## config.mk

```make
export PLATFORM = sky130hd
export DESIGN_NAME = cpu_bus_interface
export DESIGN_NICKNAME = d
export VERILOG_FILES = /design/src/rtl/cpu_bus_interface.sv
export SDC_FILE = /design/constraint.sdc
export NUM_CORES = 1
export LEC_CHECK = 0
export ABC_AREA = 1
export CORE_MARGIN = 2
export CORE_UTILIZATION = 30
export CTS_CLUSTER_SIZE = 40
export DETAILED_ROUTE_END_ITERATION = 10
export HOLD_SLACK_MARGIN = 0.12
export PLACE_DENSITY = 0.66
export SYNTH_ARGS = -nofsm -noshare
export SYNTH_HDL_FRONTEND = slang
export SYNTH_SLANG_ARGS = --single-unit
```

## constraint.sdc

```tcl
create_clock -name clk -period 2.85 [get_ports clk]
set_clock_uncertainty 0.05 [all_clocks]
set_input_delay 0.285 -clock clk [delete_from_list [all_inputs] [get_ports clk]]
set_output_delay 0.285 -clock clk [all_outputs]
set_load 0.02 [all_outputs]
```

## src/rtl/cpu_bus_interface.sv

```systemverilog
// ============================================================================
// Module   : cpu_bus_interface
// Purpose  : 6502 external memory interface for the NES CPU core. Runs one
//            memory read or write per request over a req/ack port. Owns the
//            Input Data Latch (DL) and the Data Output Register (DOR), and
//            raises busy so the CPU timing logic stalls until the access ends.
// Ports    : clk, reset (sync, active-high)
//            access_start/access_rw/access_addr/DB   - request from CPU control
//            mem_req/mem_we/mem_addr/mem_wdata       - memory request side
//            mem_rdata/mem_ack                       - memory response side
//            Input_Data_Latch_Out, Data_Output_Register_Out
//            busy, done, timeout                     - status to CPU control
// Config   : BUS_TIMEOUT_EN - when defined, an access that sees no ack for
//            TIMEOUT_CYCLES REQ cycles is aborted with done=timeout=1.
// Revision : 1.0 - initial release
// ============================================================================
`default_nettype none

module cpu_bus_interface #(
   parameter int ADDR_WIDTH     = 16,
   parameter int DATA_WIDTH     = 8,
   parameter int TIMEOUT_CYCLES = 15
) (
   input  logic                  clk,
   input  logic                  reset,
   input  logic                  access_start,
   input  logic                  access_rw,
   input  logic [ADDR_WIDTH-1:0] access_addr,
   input  logic [DATA_WIDTH-1:0] DB,
   output logic                  mem_req,
   output logic                  mem_we,
   output logic [ADDR_WIDTH-1:0] mem_addr,
   output logic [DATA_WIDTH-1:0] mem_wdata,
   input  logic [DATA_WIDTH-1:0] mem_rdata,
   input  logic                  mem_ack,
   output logic [DATA_WIDTH-1:0] Input_Data_Latch_Out,
   output logic [DATA_WIDTH-1:0] Data_Output_Register_Out,
   output logic                  busy,
   output logic                  done,
   output logic                  timeout
);

   localparam logic [1:0] ST_IDLE = 2'd0;
   localparam logic [1:0] ST_REQ  = 2'd1;
   localparam logic [1:0] ST_DONE = 2'd2;

   logic [1:0]            state_q,    state_d;
   logic                  mem_req_q,  mem_req_d;
   logic                  mem_we_q,   mem_we_d;
   logic [ADDR_WIDTH-1:0] mem_addr_q, mem_addr_d;
   logic [DATA_WIDTH-1:0] dl_q,       dl_d;
   logic [DATA_WIDTH-1:0] dor_q,      dor_d;

`ifdef BUS_TIMEOUT_EN
   // One extra bit of headroom so TIMEOUT_CYCLES-1 always fits.
   localparam int               CNT_W    = $clog2(TIMEOUT_CYCLES + 1);
   localparam logic [CNT_W-1:0] CNT_LAST = CNT_W'(TIMEOUT_CYCLES - 1);

   logic [CNT_W-1:0] cnt_q, cnt_d;
   logic             timeout_q, timeout_d;
`else
   // TIMEOUT_CYCLES has no effect when the watchdog is not built.
   logic unused_timeout_cfg;
   assign unused_timeout_cfg = (TIMEOUT_CYCLES != 0);
`endif

   always_comb begin
      state_d    = state_q;
      mem_req_d  = mem_req_q;
      mem_we_d   = mem_we_q;
      mem_addr_d = mem_addr_q;
      dl_d       = dl_q;
      dor_d      = dor_q;
`ifdef BUS_TIMEOUT_EN
      cnt_d      = cnt_q;
      timeout_d  = 1'b0;
`endif
      case (state_q)
         // DONE accepts a new request exactly like IDLE so accesses can
         // run back to back without an idle gap.
         ST_IDLE, ST_DONE: begin
            if (access_start) begin
               state_d    = ST_REQ;
               mem_req_d  = 1'b1;
               mem_we_d   = ~access_rw;
               mem_addr_d = access_addr;
               if (!access_rw) begin
                  dor_d = DB;
               end
`ifdef BUS_TIMEOUT_EN
               cnt_d = '0;
`endif
            end else begin
               state_d = ST_IDLE;
            end
         end
         ST_REQ: begin
            // Request attributes stay frozen here; new starts are ignored.
            if (mem_ack) begin
               state_d   = ST_DONE;
               mem_req_d = 1'b0;
               if (!mem_we_q) begin
                  dl_d = mem_rdata;
               end
            end
`ifdef BUS_TIMEOUT_EN
            // An ack in the final allowed cycle takes priority over abort.
            else if (cnt_q == CNT_LAST) begin
               state_d   = ST_DONE;
               mem_req_d = 1'b0;
               timeout_d = 1'b1;
            end else begin
               cnt_d = cnt_q + 1'b1;
            end
`endif
         end
         default: begin
            state_d   = ST_IDLE;
            mem_req_d = 1'b0;
         end
      endcase
   end

   always_ff @(posedge clk) begin
      if (reset) begin
         state_q    <= ST_IDLE;
         mem_req_q  <= 1'b0;
         mem_we_q   <= 1'b0;
         mem_addr_q <= '0;
         dl_q       <= '0;
         dor_q      <= '0;
`ifdef BUS_TIMEOUT_EN
         cnt_q      <= '0;
         timeout_q  <= 1'b0;
`endif
      end else begin
         state_q    <= state_d;
         mem_req_q  <= mem_req_d;
         mem_we_q   <= mem_we_d;
         mem_addr_q <= mem_addr_d;
         dl_q       <= dl_d;
         dor_q      <= dor_d;
`ifdef BUS_TIMEOUT_EN
         cnt_q      <= cnt_d;
         timeout_q  <= timeout_d;
`endif
      end
   end

   assign mem_req                  = mem_req_q;
   assign mem_we                   = mem_we_q;
   assign mem_addr                 = mem_addr_q;
   assign mem_wdata                = dor_q;
   assign Input_Data_Latch_Out     = dl_q;
   assign Data_Output_Register_Out = dor_q;
   assign busy                     = mem_req_q;
   assign done                     = (state_q == ST_DONE);
`ifdef BUS_TIMEOUT_EN
   assign timeout                  = timeout_q;
`else
   assign timeout                  = 1'b0;
`endif

endmodule

`default_nettype wire
```

## Word-level counts from Yosys, hierarchy flattened

Index checks and enable logic that the tools add are counted.

| word-level totals | value |
|---|---|
| output and inout port bits | 45 |
| flip-flop bits (word level) | 36 |
| input port bits | 37 |
| logic and storage cells | 24 |

| cells by class | value |
|---|---|
| reduce and logical (&&, ||, !) cells | 6 |
| equal/unequal tests | 4 |
| muxes and demuxes | 6 |
| bitwise operators | 2 |

Operators with widths:

| operator | number |
|---|---|
| $reduce_and A3 Y1 | 2 |
| $ne A2 B2 Y1 const B | 2 |
| $pmux W2 S2 | 1 |
| $reduce_and A2 Y1 | 2 |
| $mux W1 | 3 |
| $eq A2 B1 Y1 const B | 1 |
| $eq A2 B2 Y1 const B | 1 |
| $logic_not A2 Y1 | 1 |
| $mux W2 | 1 |
| $not A1 Y1 | 2 |
| $pmux W1 S2 | 1 |
| $reduce_or A2 Y1 | 1 |

## Longest topological paths before layout

| logic depth | value |
|---|---|
| depth after elaboration | 4 |
| gate-level depth with buffers | 6 |
| mapped depth without buffers | 5 |

## Worst setup path before layout

Ideal clock, no wire load.

| path | value |
|---|---|
| path kind | register to output |
| start | register state_q[1] |
| end | output port done |
| stages on the path, launching flop included | 3 |
| setup slack | 1.852 ns |
| arrival | 0.663 ns |
| data required time | 2.515 ns |
| path buffers | 0 |
| path through | dfxtp_1 > inv_1 > nor2_1 |

| between the ends | value |
|---|---|
| cells in the longest elaborated chain, start to end | 1 |

RTL lines:

| what | line | RTL |
|---|---|---|
| from (decl) | 47 | `logic [1:0] state_q, state_d;` |
| from (signal assigned) | 137 | `state_q <= state_d;` |
| $eq A2 B2 Y1 | 157 | `assign done = (state_q == ST_DONE);` |
| to (decl) | 39 | `output logic done,` |

Every way passes these cells.

## Final worst setup path

Same ends and word-level chain as after synthesis.

==> impl_metrics.prom <==
# TYPE chip_impl_metric gauge
chip_impl_metric{name="mappedNetlistNets",unit=""} 240
chip_impl_metric{name="die-height",unit="µm"} 74.9
chip_impl_metric{name="htree_levels",unit=""} 2
chip_impl_metric{name="drcViolationCount",unit=""} 0
chip_impl_metric{name="die_area",unit="mm²"} 0.00561
chip_impl_metric{name="cts_setup_buffers",unit=""} 0
chip_impl_metric{name="cap_viol_max_count",unit=""} 0
chip_impl_metric{name="clk_pin_slew_worst_paths",unit="ns"} 0.07
chip_impl_info{name="status",value="completed"} 1
chip_impl_metric{name="global_route.overflow_total",unit=""} 0
chip_impl_metric{name="nNetsFinal",unit=""} 311
chip_impl_metric{name="synth_area",unit="mm²"} 0.00151
chip_impl_metric{name="clk_path_buf_depth",unit=""} 2
chip_impl_info{name="rsz0062_at_grt",value="false"} 1
chip_impl_metric{name="setup.reg_to_reg.worst_slack",unit="ns"} 1.65
chip_impl_metric{name="setup_violations",unit=""} 0
chip_impl_metric{name="port-buffer-count",unit=""} 80
chip_impl_metric{name="cp_arrival",unit="ns"} 1.45
chip_impl_metric{name="final_critical_path_setup_slack",unit="ns"} 1.07
chip_impl_metric{name="wl_per_cell",unit="µm"} 10.6
chip_impl_info{name="yosys-top-cells-area",value="sky130_fd_sc_hd__dfxtp_1 (48%), sky130_fd_sc_hd__nor2_1 (16%), sky130_fd_sc_hd__nand2_1 (6.7%)"} 1
chip_impl_metric{name="fmax",unit="GHz"} 0.561
chip_impl_metric{name="synth.top_cell.area_share",unit="%"} 47.8
chip_impl_metric{name="power_leakage",unit="nW"} 1.01
chip_impl_metric{name="via_count_of_the_first_global_routing_pass",unit=""} 1212
chip_impl_metric{name="maxSlewHeadroom",unit="%"} 38.4
chip_impl_metric{name="met3_length",unit="µm"} 246
chip_impl_metric{name="timing.critical_path.fanout_max",unit=""} 3
chip_impl_metric{name="ys_async_sr_fraction",unit="%"} 0
chip_impl_metric{name="worst_pin_slew",unit="ns"} 0.924
chip_impl_metric{name="flow.area_growth_from_synthesis",unit="%"} 56.1
chip_impl_metric{name="timing_hold_violations_final",unit=""} 0
chip_impl_metric{name="ir_worst_vdd",unit="µV"} 320
chip_impl_metric{name="drt-vias-per-instance",unit=""} 4.10
chip_impl_metric{name="wire_length_of_the_first_global_routing_pass",unit="µm"} 5440
chip_impl_metric{name="synthCells",unit=""} 203
chip_impl_metric{name="firstDrtPassIters",unit=""} 4
chip_impl_metric{name="finish.utilization",unit="%"} 49.2
chip_impl_metric{name="routabilityCongestion",unit=""} 0.795
chip_impl_metric{name="drive_above_1_share",unit="%"} 6.20
chip_impl_info{name="timing.critical_path.to_type",value="primary output"} 1
chip_impl_metric{name="worst_hold_margin",unit="ns"} 0.429
chip_impl_metric{name="timing.critical_path.required",unit="ns"} 2.52
chip_impl_metric{name="synth.ff_latch_count",unit=""} 36
chip_impl_info{name="worst-setup-path-type",value="reg -> out"} 1
chip_impl_metric{name="synth-edff-count",unit=""} 0
chip_impl_info{name="worstHoldPathType",value="reg -> reg"} 1
chip_impl_metric{name="gr-usage-all-layers",unit="%"} 13.0
chip_impl_info{name="synthTopCellsByCount",value="sky130_fd_sc_hd__nor2_1 (64), sky130_fd_sc_hd__dfxtp_1 (36), sky130_fd_sc_hd__nand2_1 (27)"} 1
chip_impl_metric{name="cts_num_sinks",unit=""} 36
chip_impl_metric{name="hpwlAfterDp",unit="µm"} 2500
chip_impl_metric{name="initial_antenna_violation_count",unit=""} 0
chip_impl_metric{name="setup_tns",unit="ns"} 0
chip_impl_metric{name="postSynthAreaPerCell",unit="µm²"} 7.43
chip_impl_metric{name="final_max_slew_viol_count",unit=""} 0
chip_impl_metric{name="dr_wl_met2",unit="µm"} 1600
chip_impl_info{name="yosys.cell_count.top_type",value="sky130_fd_sc_hd__nor2_1"} 1
chip_impl_metric{name="chipWidth",unit="µm"} 74.9
chip_impl_metric{name="initial_utilization",unit="%"} 31.5
chip_impl_info{name="cts_tree",value="done"} 1
chip_impl_metric{name="pwr_density_cell",unit="mW/mm²"} 525
chip_impl_metric{name="yosys_warnings",unit=""} 0
chip_impl_metric{name="largest_net_degree_at_the_start_of_global_routing",unit=""} 34
chip_impl_metric{name="floorplan.io_pins",unit=""} 82
chip_impl_metric{name="vias",unit=""} 1397
chip_impl_info{name="synth_top_flop_cell",value="sky130_fd_sc_hd__dfxtp_1"} 1
chip_impl_metric{name="cts.hold.buffers_added",unit=""} 0
chip_impl_metric{name="rows",unit=""} 25
chip_impl_metric{name="post_cts_resized",unit=""} 0
chip_impl_metric{name="layout.filler_cells",unit=""} 518
chip_impl_metric{name="antenna_diode_count",unit=""} 0
chip_impl_metric{name="core_region_area",unit="mm²"} 0.00479
chip_impl_metric{name="synth.yosys.seq_area_share",unit="%"} 47.8
chip_impl_info{name="synth_area_leader_cell",value="sky130_fd_sc_hd__dfxtp_1"} 1
chip_impl_metric{name="wl_met1",unit="µm"} 1700
chip_impl_metric{name="detailedRoute.firstIterationViolations",unit=""} 39
chip_impl_metric{name="number_of_distinct_library_cells_after_synthesis",unit=""} 21
chip_impl_info{name="clk_root_buffer_cell",value="sky130_fd_sc_hd__clkbuf_8"} 1
chip_impl_metric{name="total_wire_length_after_detailed_routing",unit="µm"} 3610
chip_impl_metric{name="cts-buffers-inserted",unit=""} 5
chip_impl_metric{name="fin_crit_sh",unit="%"} 62.6
chip_impl_info{name="setup.worst_path.start_class",value="flop"} 1
chip_impl_metric{name="clock_latency",unit="ns"} 0.29
chip_impl_info{name="routed.top_layer",value="met4"} 1
chip_impl_metric{name="drt.antenna.violating_nets",unit=""} 0
chip_impl_metric{name="dpl_worst_slack",unit="ns"} 0.920
chip_impl_metric{name="period_minus_slack",unit="ns"} 1.78
cell usage in the layout, fill, tap and decap left out:
cell and n:
sky130_fd_sc_hd__dfxtp_1 36, sky130_fd_sc_hd__nor3_1 1, sky130_fd_sc_hd__nor2_4 1, sky130_fd_sc_hd__inv_1 20, sky130_fd_sc_hd__inv_6 1, sky130_fd_sc_hd__inv_2 1
sky130_fd_sc_hd__nand2_1 27, sky130_fd_sc_hd__a21oi_1 3, sky130_fd_sc_hd__nor2_1 64, sky130_fd_sc_hd__nand2_4 1, sky130_fd_sc_hd__nand3_1 8, sky130_fd_sc_hd__clkdlybuf4s50_1 80
sky130_fd_sc_hd__clkbuf_8 7, sky130_fd_sc_hd__nor2_2 4, sky130_fd_sc_hd__o21ai_0 17, sky130_fd_sc_hd__nand3b_4 1, sky130_fd_sc_hd__nand2_2 1, sky130_fd_sc_hd__conb_1 1
sequential cells by signal (all words and copies together) (netlist names):
name                      flops
mem_addr                     16
Data_Output_Register_Out      8
Input_Data_Latch_Out          8
state_q                       2
busy                          1
mem_we                        1
layer usage:
metal	vias up	track usage, %
met1	599	16.0
met4	0	5.95
met3	5	4.82
li1	746	-
met5	-	0
met2	47	20.3
final timing paths:
kind,depth (start not counted),endpoint,startpoint
worst min-delay path,2,mem_addr[11],mem_addr[11]
worst max-delay path,3,done,state_q[1]
worst min register to register,2,mem_addr[11],mem_addr[11]
worst max register to register,5,Input_Data_Latch_Out[2],state_q[0]
cell type report:
type	count	area, µm²	area share, %
clock buffers	7	96.3	4.09
inverters	22	87.6	3.72
multi-input cells	129	564	24.0
flip-flops and latches	36	721	30.6
well taps	67	83.8	3.56
repair buffers	80	801	34.0
cell families (layout without fill, tap and decap cells):
family | after synthesis | in the layout | share of synthesized area (%)
AO/OA/AOI/OAI | 20 | 20 | 6.64
buffers and inverters | 38 | 109 | 14.8
flip-flops | 36 | 36 | 47.8
other | 1 | 1 | 0.249
AND/OR/NAND/NOR | 108 | 108 | 30.5
through the flow:
stage / total power [mW] / cell area, µm² / std cells
floorplan: 0.734 / 1510 / 203
CTS: 1.25 / 2350 / 341
finish: 1.24 / 2350 / 341
detailed placement: 0.868 / 2260 / 334
global route: 1.30 / 2350 / 341
global placement: 0.864 / 2260 / 334
worst max-delay path: stages, from the launching register on:
cell                              delay (ns)
sky130_fd_sc_hd__dfxtp_1                0.34
sky130_fd_sc_hd__inv_1                  0.07
sky130_fd_sc_hd__nor2_1                 0.13
sky130_fd_sc_hd__clkdlybuf4s50_1        0.62
where the power goes:
group	internal, mW	total, mW	switching (mW)	leakage, nW
Combinational	0.147	0.292	0.145	0.659
Clock	0.215	0.383	0.168	0.0503
Sequential	0.540	0.562	0.0220	0.297
Total	0.902	1.24	0.335	1.01
(Power assumes the default switching activity.)
